$ cat src/rtl/mult16_pkg.sv
// Shared widths, FSM states and the slice-beat record used by the
// slice-recombination stage.
package mult16_pkg;

  localparam int ACC_W   = 32;
  localparam int SLICE_W = 4;
  localparam int OFF_W   = 5;
  localparam int CNT_W   = 8;

  typedef enum logic {
    ACC  = 1'b0,
    HOLD = 1'b1
  } state_t;

  typedef struct packed {
    logic [SLICE_W-1:0] data;
    logic [OFF_W-1:0]   off;
    logic               last;
  } beat_t;

endpackage

$ cat src/rtl/mult16_shift_add.sv
// Combinational align-and-add: shifts one slice result to its column offset
// and adds it to the running accumulator.
module mult16_shift_add
  import mult16_pkg::*;
#(
  parameter int P_ACC_W   = ACC_W,
  parameter int P_SLICE_W = SLICE_W,
  parameter int P_OFF_W   = OFF_W
) (
  input  logic [P_ACC_W-1:0]   acc,
  input  logic [P_SLICE_W-1:0] data,
  input  logic [P_OFF_W-1:0]   off,
  output logic [P_ACC_W-1:0]   sum,
  output logic                 carry,
  output logic                 drop
);

  logic [P_ACC_W+P_SLICE_W-1:0] wide;
  logic [P_ACC_W-1:0]           term;
  logic [P_ACC_W:0]             full;
  logic [P_SLICE_W-1:0]         drop_bits;

  assign wide = {{P_ACC_W{1'b0}}, data} << off;
  assign term = wide[P_ACC_W-1:0];

  // A set slice bit whose weight lands at or beyond the accumulator MSB+1 is lost.
  genvar gi;
  generate
    for (gi = 0; gi < P_SLICE_W; gi++) begin : g_drop
      assign drop_bits[gi] = data[gi] && ((int'(off) + gi) >= P_ACC_W);
    end
  endgenerate

  assign drop         = |drop_bits;
  assign full         = {1'b0, acc} + {1'b0, term};
  assign sum          = full[P_ACC_W-1:0];
  assign carry        = full[P_ACC_W];

endmodule

$ cat src/rtl/mult16_slice_accum.sv
// Accumulates tagged slice beats into a 32-bit product and hands the finished
// product to the consumer over valid/ready; one product is held at a time.
module mult16_slice_accum
  import mult16_pkg::*;
(
  input  logic               clk,
  input  logic               rst_n,
  input  logic               in_valid,
  output logic               in_ready,
  input  logic [SLICE_W-1:0] in_data,
  input  logic [OFF_W-1:0]   in_off,
  input  logic               in_last,
  output logic               out_valid,
  input  logic               out_ready,
  output logic [ACC_W-1:0]   out_prod,
  output logic [CNT_W-1:0]   out_beats,
  output logic               out_ovf
);

  state_t             state_reg;
  logic [ACC_W-1:0]   acc_reg;
  logic [CNT_W-1:0]   beats_reg;
  logic               ovf_reg;

  beat_t              beat;
  logic [ACC_W-1:0]   sum;
  logic               carry;
  logic               drop;
  logic [CNT_W-1:0]   beats_next;
  logic               ovf_next;
  logic               accept;

  assign beat = '{data: in_data, off: in_off, last: in_last};

  mult16_shift_add u_shift_add (
    .acc   (acc_reg),
    .data  (beat.data),
    .off   (beat.off),
    .sum   (sum),
    .carry (carry),
    .drop  (drop)
  );

  assign in_ready   = (state_reg == ACC);
  assign accept     = in_valid && in_ready;
  // Beat count sticks at all-ones rather than wrapping.
  assign beats_next = (&beats_reg) ? beats_reg : beats_reg + 1'b1;
  assign ovf_next   = ovf_reg || carry || drop;

  always_ff @(posedge clk or negedge rst_n) begin
    if (!rst_n) begin
      state_reg <= ACC;
      acc_reg   <= '0;
      beats_reg <= '0;
      ovf_reg   <= 1'b0;
      out_valid <= 1'b0;
      out_prod  <= '0;
      out_beats <= '0;
      out_ovf   <= 1'b0;
    end else begin
      case (state_reg)
        ACC: begin
          if (accept) begin
            acc_reg   <= sum;
            beats_reg <= beats_next;
            ovf_reg   <= ovf_next;
            if (beat.last) begin
              out_prod  <= sum;
              out_beats <= beats_next;
              out_ovf   <= ovf_next;
              out_valid <= 1'b1;
              state_reg <= HOLD;
            end
          end
        end
        HOLD: begin
          // Output registers keep the released product; only valid drops.
          if (out_ready) begin
            out_valid <= 1'b0;
            acc_reg   <= '0;
            beats_reg <= '0;
            ovf_reg   <= 1'b0;
            state_reg <= ACC;
          end
        end
        default: state_reg <= ACC;
      endcase
    end
  end

endmodule

$ cat config.mk
export PLATFORM = sky130hd
export DESIGN_NAME = mult16_slice_accum
export DESIGN_NICKNAME = d
export VERILOG_FILES = /design/src/rtl/mult16_pkg.sv /design/src/rtl/mult16_shift_add.sv /design/src/rtl/mult16_slice_accum.sv
export SDC_FILE = /design/constraint.sdc
export NUM_CORES = 1
export LEC_CHECK = 0
export ABC_CLOCK_PERIOD_IN_PS = 3300
export CORE_AREA = 4 4 102 114
export DETAILED_ROUTE_END_ITERATION = 7
export DIE_AREA = 0 0 106 118
export GPL_ROUTABILITY_DRIVEN = 0
export HOLD_SLACK_MARGIN = 0.08
export PLACE_DENSITY = 0.76
export SLEW_MARGIN = 20
export SYNTH_ARGS = -nofsm -noshare
export SYNTH_HDL_FRONTEND = slang
export SYNTH_SLANG_ARGS = --single-unit
export TNS_END_PERCENT = 1
$ cat constraint.sdc
create_clock -name clk -period 3.3 [get_ports clk]
set_input_delay 0.495 -clock clk [delete_from_list [all_inputs] [get_ports clk]]
set_output_delay 0.495 -clock clk [all_outputs]
set_load 0.01 [all_outputs]
==> results of run 1 <==
[routing by layer]
metal	vias to the layer above	routed length, um	track usage
met5	-	0	0
met4	0	651	0.1036
met3	68	1318	0.05595
met2	311	9020	0.4872
met1	2973	7379	0.3566
li1	2862	-	-
[final cells by class]
type | instances | share of cell area
tap | 143 | 0.02251
multi-input combinational | 565 | 0.4543
sequential | 84 | 0.2645
clock buffer | 9 | 0.02834
inverter | 14 | 0.006612
clock inverter | 7 | 0.01039
timing repair buffer | 202 | 0.2133
[how the worst max path moves through the flow]
stage / from / to / slack [ps] / cells past startpoint
global placement: in_off[0] / out_prod[22]$_DFFE_PN0P_ / -700 / 14
detailed placement: in_off[0] / out_prod[22]$_DFFE_PN0P_ / -730 / 14
floorplan: in_off[0] / acc_reg[24]$_DFFE_PN0P_ / 7 / 13
CTS: in_data[1] / out_prod[22]$_DFFE_PN0P_ / 0.7 / 15
global route: in_off[4] / acc_reg[26]$_DFFE_PN0P_ / -70 / 14
finish: in_off[4] / acc_reg[26]$_DFFE_PN0P_ / 20 / 14
[report_power, final]
part | internal [mW] | switching, mW | total, mW
clock network | 0.600 | 0.460 | 1.06
registers | 1.35 | 0.223 | 1.57
logic | 1.07 | 1.09 | 2.16
[synth_stat cells, types with 2 or more instances]
cell and number:
buf_1 4, a21oi_1 48, o21a_1 8, ha_1 33
mux2_2 4, inv_1 14, or3_1 7, a21o_1 7
or2_2 4, a32o_1 2, and2_1 4, nand4_1 19
nor2b_1 6, nor3b_1 2, nand2b_1 6, o21bai_1 4
dfrtp_1 84, o32ai_1 2, mux2i_1 4, nor2_1 57
nand3b_1 2, o211ai_2 2, o311a_1 3, o31a_1 4
a31oi_1 8, o21ai_0 98, o21ai_2 2, o31ai_1 4
nand3_1 22, o211ai_1 6, a21boi_0 4, nand2_1 125
clkbuf_1 29, and3_1 2, buf_2 5, xor2_1 12
nor3_1 13, nand4b_1 2, a221oi_1 3, xnor2_1 12
or4_1 3, o22ai_1 4
[what timing repair did]
item	in CTS	in global routing
buffers inserted	1	9
pin swaps	8	19
hold buffers	0	0
resized for setup	22	61
endpoints found under the setup margin	50	44
gates cloned	0	1
[worst reg2reg max path, stage by stage (launching register included)]
cell	delay, ps
dfrtp_1	400
ha_2	190
inv_1	90
fa_2	240
nor2b_2	50
o211ai_1	260
a31oi_2	160
a221o_1	430
buf_4	150
nor2_1	140
buf_4	150
nand4_1	130
nand3_1	120
[logic make-up after synthesis]
kind of cell / Yosys count / share of synthesized area
simple gates: 278 / 0.2238
mux: 8 / 0.01502
fa+ha+maj: 34 / 0.07643
flops: 84 / 0.3711
compound gates: 220 / 0.2342
buf+inv: 53 / 0.03755
xor+xnor: 25 / 0.04197
==> flow_metrics.env, run 1 <==
export IMPL_antenna_found_initial=0
export IMPL_stdcell_area_um2=7948
export IMPL_multi_input_area_um2=3611
export IMPL_ys_ff_latch=84
export IMPL_syn_inst=702
export IMPL_synth_cell_types=60
export IMPL_hp_class="in2async"
export IMPL_routed_wl_mm=18.37
export IMPL_portBuffers=56
export IMPL_worst_slew_pin_slew_ps=578.9
export IMPL_rows=39
export IMPL_path_max_fanout=4
export IMPL_cts_buffers=9
export IMPL_critPathRequiredTime_ps=3580
export IMPL_total_power_mw=4.787
export IMPL_seq_area_frac_synth=0.3711
export IMPL_post_route_util=0.7683
export IMPL_holdWs_ps=132.6
export IMPL_wire_per_inst_um=17.94
export IMPL_cts_root_buf="clkbuf_16"
export IMPL_hold_viol=0
export IMPL_diodes=0
export IMPL_start_kind="input pin"
export IMPL_rr_startpoint="acc_reg[0]$_DFFE_PN0P_"
export IMPL_slew_violations=0
export IMPL_track_usage=0.2853
export IMPL_grt_max_degree=44
export IMPL_vias=6214
export IMPL_r2r_end="acc_reg[26]$_DFFE_PN0P_"
export IMPL_synth_edff_count=0
export IMPL_cpLargestDelayFamily="simple AND/OR/NAND/NOR gates"
export IMPL_rsz0062_at_grt="yes"
export IMPL_drtAntennaViolNets=0
export IMPL_start_util=0.5475
export IMPL_placedCellCount=997
export IMPL_placeableCoreArea_um2=10340
export IMPL_period_share=0.9946
export IMPL_max_cap_violations=0
export IMPL_insertion_delay_ps=350
export IMPL_p_leak_nw=3.594
export IMPL_htree_levels=3
export IMPL_slew_headroom=0.6141
export IMPL_drtIter0Drc=579
export IMPL_cts_tree="yes"
export IMPL_worstSetupEndpointType="flop"
export IMPL_crit_arrival_ps=3560
export IMPL_cts_buffer_depth=2
export IMPL_synth_area_um2=5664
export IMPL_synth_top_area_share=0.3711
export IMPL_io_pins=57
export IMPL_synthArstFlopShare=1.000
export IMPL_setup_violations_final=0
export IMPL_peakVddDrop_v=0.0003686
export IMPL_final_net_count=924
export IMPL_reg2reg_slack_ps=720
export IMPL_path_cells="clkdlybuf4s50_1 -> or2_4 -> nor3_4 -> ha_2 -> inv_1 -> fa_2 -> nor2b_2 -> o211ai_1 -> a31oi_2 -> a221o_1 -> buf_4 -> nor2_1 -> or4_1 -> nand3_1"
export IMPL_synth_area_top_cells="dfrtp_1 37%, o21ai_0 8.7%, nand2_1 8.3%"
export IMPL_area_growth_pct=40.31
export IMPL_final_cell_mix="143 x buf_4, 121 x nand2_1, 84 x o21ai_0, 84 x dfrtp_1, 51 x nor2_1"
export IMPL_dpl_cell_area_um2=7277
export IMPL_seq_area_um2=2102
export IMPL_hpwl_mm=12.83
export IMPL_period_minus_slack_ps=3282
export IMPL_syn_area_per_cell_um2=8.069
export IMPL_status="finished clean"
export IMPL_overflow=0
export IMPL_grt_pass1_wl_mm=29.06
export IMPL_clkSinkCount=84
export IMPL_dp_slack_ps=-734.3
export IMPL_remaining_drc_errors=0
export IMPL_viasPerCell=6.068
export IMPL_firstDrtPassIters=6
export IMPL_reg2regPathDepth=12
export IMPL_timing_final_ws_setup_ps=17.95
export IMPL_instances_no_fill=1024
export IMPL_path_class="in2reg"
export IMPL_die_h_um=118
export IMPL_yosysTopAreaCell="dfrtp_1"
export IMPL_clk_pin_slew_ps=70
export IMPL_grt_pass1_vias=6049
export IMPL_fillers=722
export IMPL_drive_gt1_frac=0.2667
export IMPL_syn_num_nets=750
export IMPL_max_clock_freq_mhz=304.7
export IMPL_synth_ff_type="dfrtp_1"
export IMPL_die_width_um=106
export IMPL_dieArea_um2=12510
export IMPL_critical_path_max_stage_delay_ps=500
export IMPL_path_buf_inv=3
export IMPL_ys_warn_count=0
export IMPL_crit_slowest_cell="or4_1"
export IMPL_finalSetupTns_ps=0
export IMPL_power_density_nw_per_um2=602.3
export IMPL_fin_skew_ps=13.24
export IMPL_final_common_cell="buf_4"
(Power assumes the default switching activity.)
==> run 2, diff against run 1 <==
- CORE_AREA: 4 4 102 114 -> 2 2 100 112
- DIE_AREA: 0 0 106 118 -> 0 0 102 114
==> flow_metrics.env, run 2 (same netlist as run 1, synthesis figures left out) <==
export IMPL_status="finished clean"
export IMPL_period_minus_slack_ps=3285
export IMPL_critical_path_max_stage_delay_ps=500
export IMPL_cts_root_buf="clkbuf_16"
export IMPL_final_common_cell="buf_4"
export IMPL_path_buf_inv=5
export IMPL_cp_common_cell="buf_4"
export IMPL_cts_buffer_depth=2
export IMPL_htree_levels=3
export IMPL_clkSinkCount=84
export IMPL_routed_wl_mm=18.39
export IMPL_seq_area_um2=2102
export IMPL_instances_no_fill=1033
export IMPL_p_leak_nw=3.595
export IMPL_setup_violations_final=0
export IMPL_hp_class="in2async"
export IMPL_placeableCoreArea_um2=10610
export IMPL_crit_slowest_cell="clkdlybuf4s50_1"
export IMPL_final_cell_mix="147 x buf_4, 117 x nand2_1, 84 x dfrtp_1"
export IMPL_vias=6159
export IMPL_drtAntennaViolNets=0
export IMPL_rows=40
export IMPL_grt_pass1_vias=6077
export IMPL_firstDrtPassIters=5
export IMPL_dpl_cell_area_um2=7322
export IMPL_antenna_found_initial=0
export IMPL_cts_buffers=9
export IMPL_critPathRequiredTime_ps=3530
export IMPL_io_pins=57
export IMPL_multi_input_area_um2=3665
export IMPL_worst_slew_pin_slew_ps=709.3
export IMPL_fin_skew_ps=7.379
export IMPL_track_usage=0.3094
export IMPL_post_route_util=0.7541
export IMPL_drtIter0Drc=486
export IMPL_stdcell_area_um2=8001
export IMPL_max_clock_freq_mhz=304.4
export IMPL_reg2reg_slack_ps=660
export IMPL_drive_gt1_frac=0.2901
export IMPL_slew_violations=0
export IMPL_path_max_fanout=10
export IMPL_dieArea_um2=11630
export IMPL_final_net_count=929
export IMPL_worstSetupEndpointType="flop"
export IMPL_crit_arrival_ps=3520
export IMPL_diodes=0
export IMPL_hpwl_mm=12.62
export IMPL_start_util=0.5338
export IMPL_overflow=0
export IMPL_postCtsHoldBufs=0
export IMPL_max_cap_violations=0
export IMPL_path_class="in2reg"
export IMPL_cpLargestDelayFamily="buffers and inverters"
export IMPL_grt_max_degree=53
export IMPL_power_density_nw_per_um2=590.0
export IMPL_hold_viol=0
export IMPL_holdWs_ps=179.6
export IMPL_cts_tree="yes"
export IMPL_peakVddDrop_v=0.0003891
export IMPL_area_growth_pct=41.26
export IMPL_slew_headroom=0.5272
export IMPL_path_cells="clkdlybuf4s50_1 -> buf_4 -> nand2b_1 -> buf_4 -> nor2_1 -> ha_1 -> buf_4 -> a21oi_1 -> o21ai_0 -> buf_4 -> o21ai_0 -> and2_1 -> a31oi_1 -> nand3_1"
export IMPL_start_kind="input pin"
export IMPL_remaining_drc_errors=0
export IMPL_period_share=0.9954
export IMPL_fillers=773
export IMPL_clk_pin_slew_ps=60
export IMPL_grt_pass1_wl_mm=28.46
export IMPL_placedCellCount=1008
export IMPL_die_width_um=102
export IMPL_die_h_um=114
export IMPL_wire_per_inst_um=17.80
export IMPL_portBuffers=56
export IMPL_insertion_delay_ps=350
export IMPL_viasPerCell=5.962
[run 2: changes by cell type in the layout (fill, tap and decap cells not counted), sizes merged]
cell and delta:
bufinv -1, buf +6, clkdlybuf4s15 -1, dlygate4sd2 +1, dlymetal6s2s -1, clkinvlp +2, inv -1
[run 2: per-stage QoR]
stage	worst slack, ps	setup TNS (ps)	power (mW)
after global placement	-571.2	-18020	3.499
after detailed placement	-567.4	-21940	3.573
final	15.21	0	4.721
after floorplan	7.430	0	2.536
after CTS	-13.22	-14.15	4.589
after global routing	-145.5	-1320	4.990
[run 2: final timing paths]
kind	startpoint	end	depth (start not counted)
worst max-delay path	in_off[3]	acc_reg[26]$_DFFE_PN0P_	14
worst min-delay path	rst_n	out_prod[22]$_DFFE_PN0P_	1
worst max register to register	acc_reg[0]$_DFFE_PN0P_	acc_reg[30]$_DFFE_PN0P_	10
worst min register to register	out_prod[5]$_DFFE_PN0P_	out_prod[5]$_DFFE_PN0P_	2
max in group asynchronous	rst_n	out_prod[26]$_DFFE_PN0P_	2
min in group clk	out_prod[5]$_DFFE_PN0P_	out_prod[5]$_DFFE_PN0P_	2
[run 2: timing repair]
action / 4_1_cts / 5_1_grt
cloned: 0 / 1
setup endpoints to repair: 40 / 46
buffers inserted: 2 / 6
pin swaps: 8 / 22
resized for setup: 26 / 82
[run 2: layer usage]
layer | vias up | GRT usage | routed length [um]
met5 | - | 0 | 0
met4 | 0 | 0.1440 | 563
met3 | 60 | 0.04841 | 1140
met2 | 249 | 0.5263 | 9205
met1 | 2980 | 0.3826 | 7477
li1 | 2870 | - | -
[run 2: final cells by class]
type,count,share of cell area
Clock buffer,9,0.02815
Sequential cell,84,0.2627
Tap cell,147,0.02299
Multi-Input combinational cell,565,0.4580
Clock inverter,7,0.007349
Timing Repair Buffer,207,0.2142
Inverter,14,0.006568
[run 2: where the power goes]
part	total, mW	switching [mW]	internal [mW]
combinational	2.17	1.08	1.09
sequential	1.57	0.220	1.35
clock	0.985	0.464	0.521
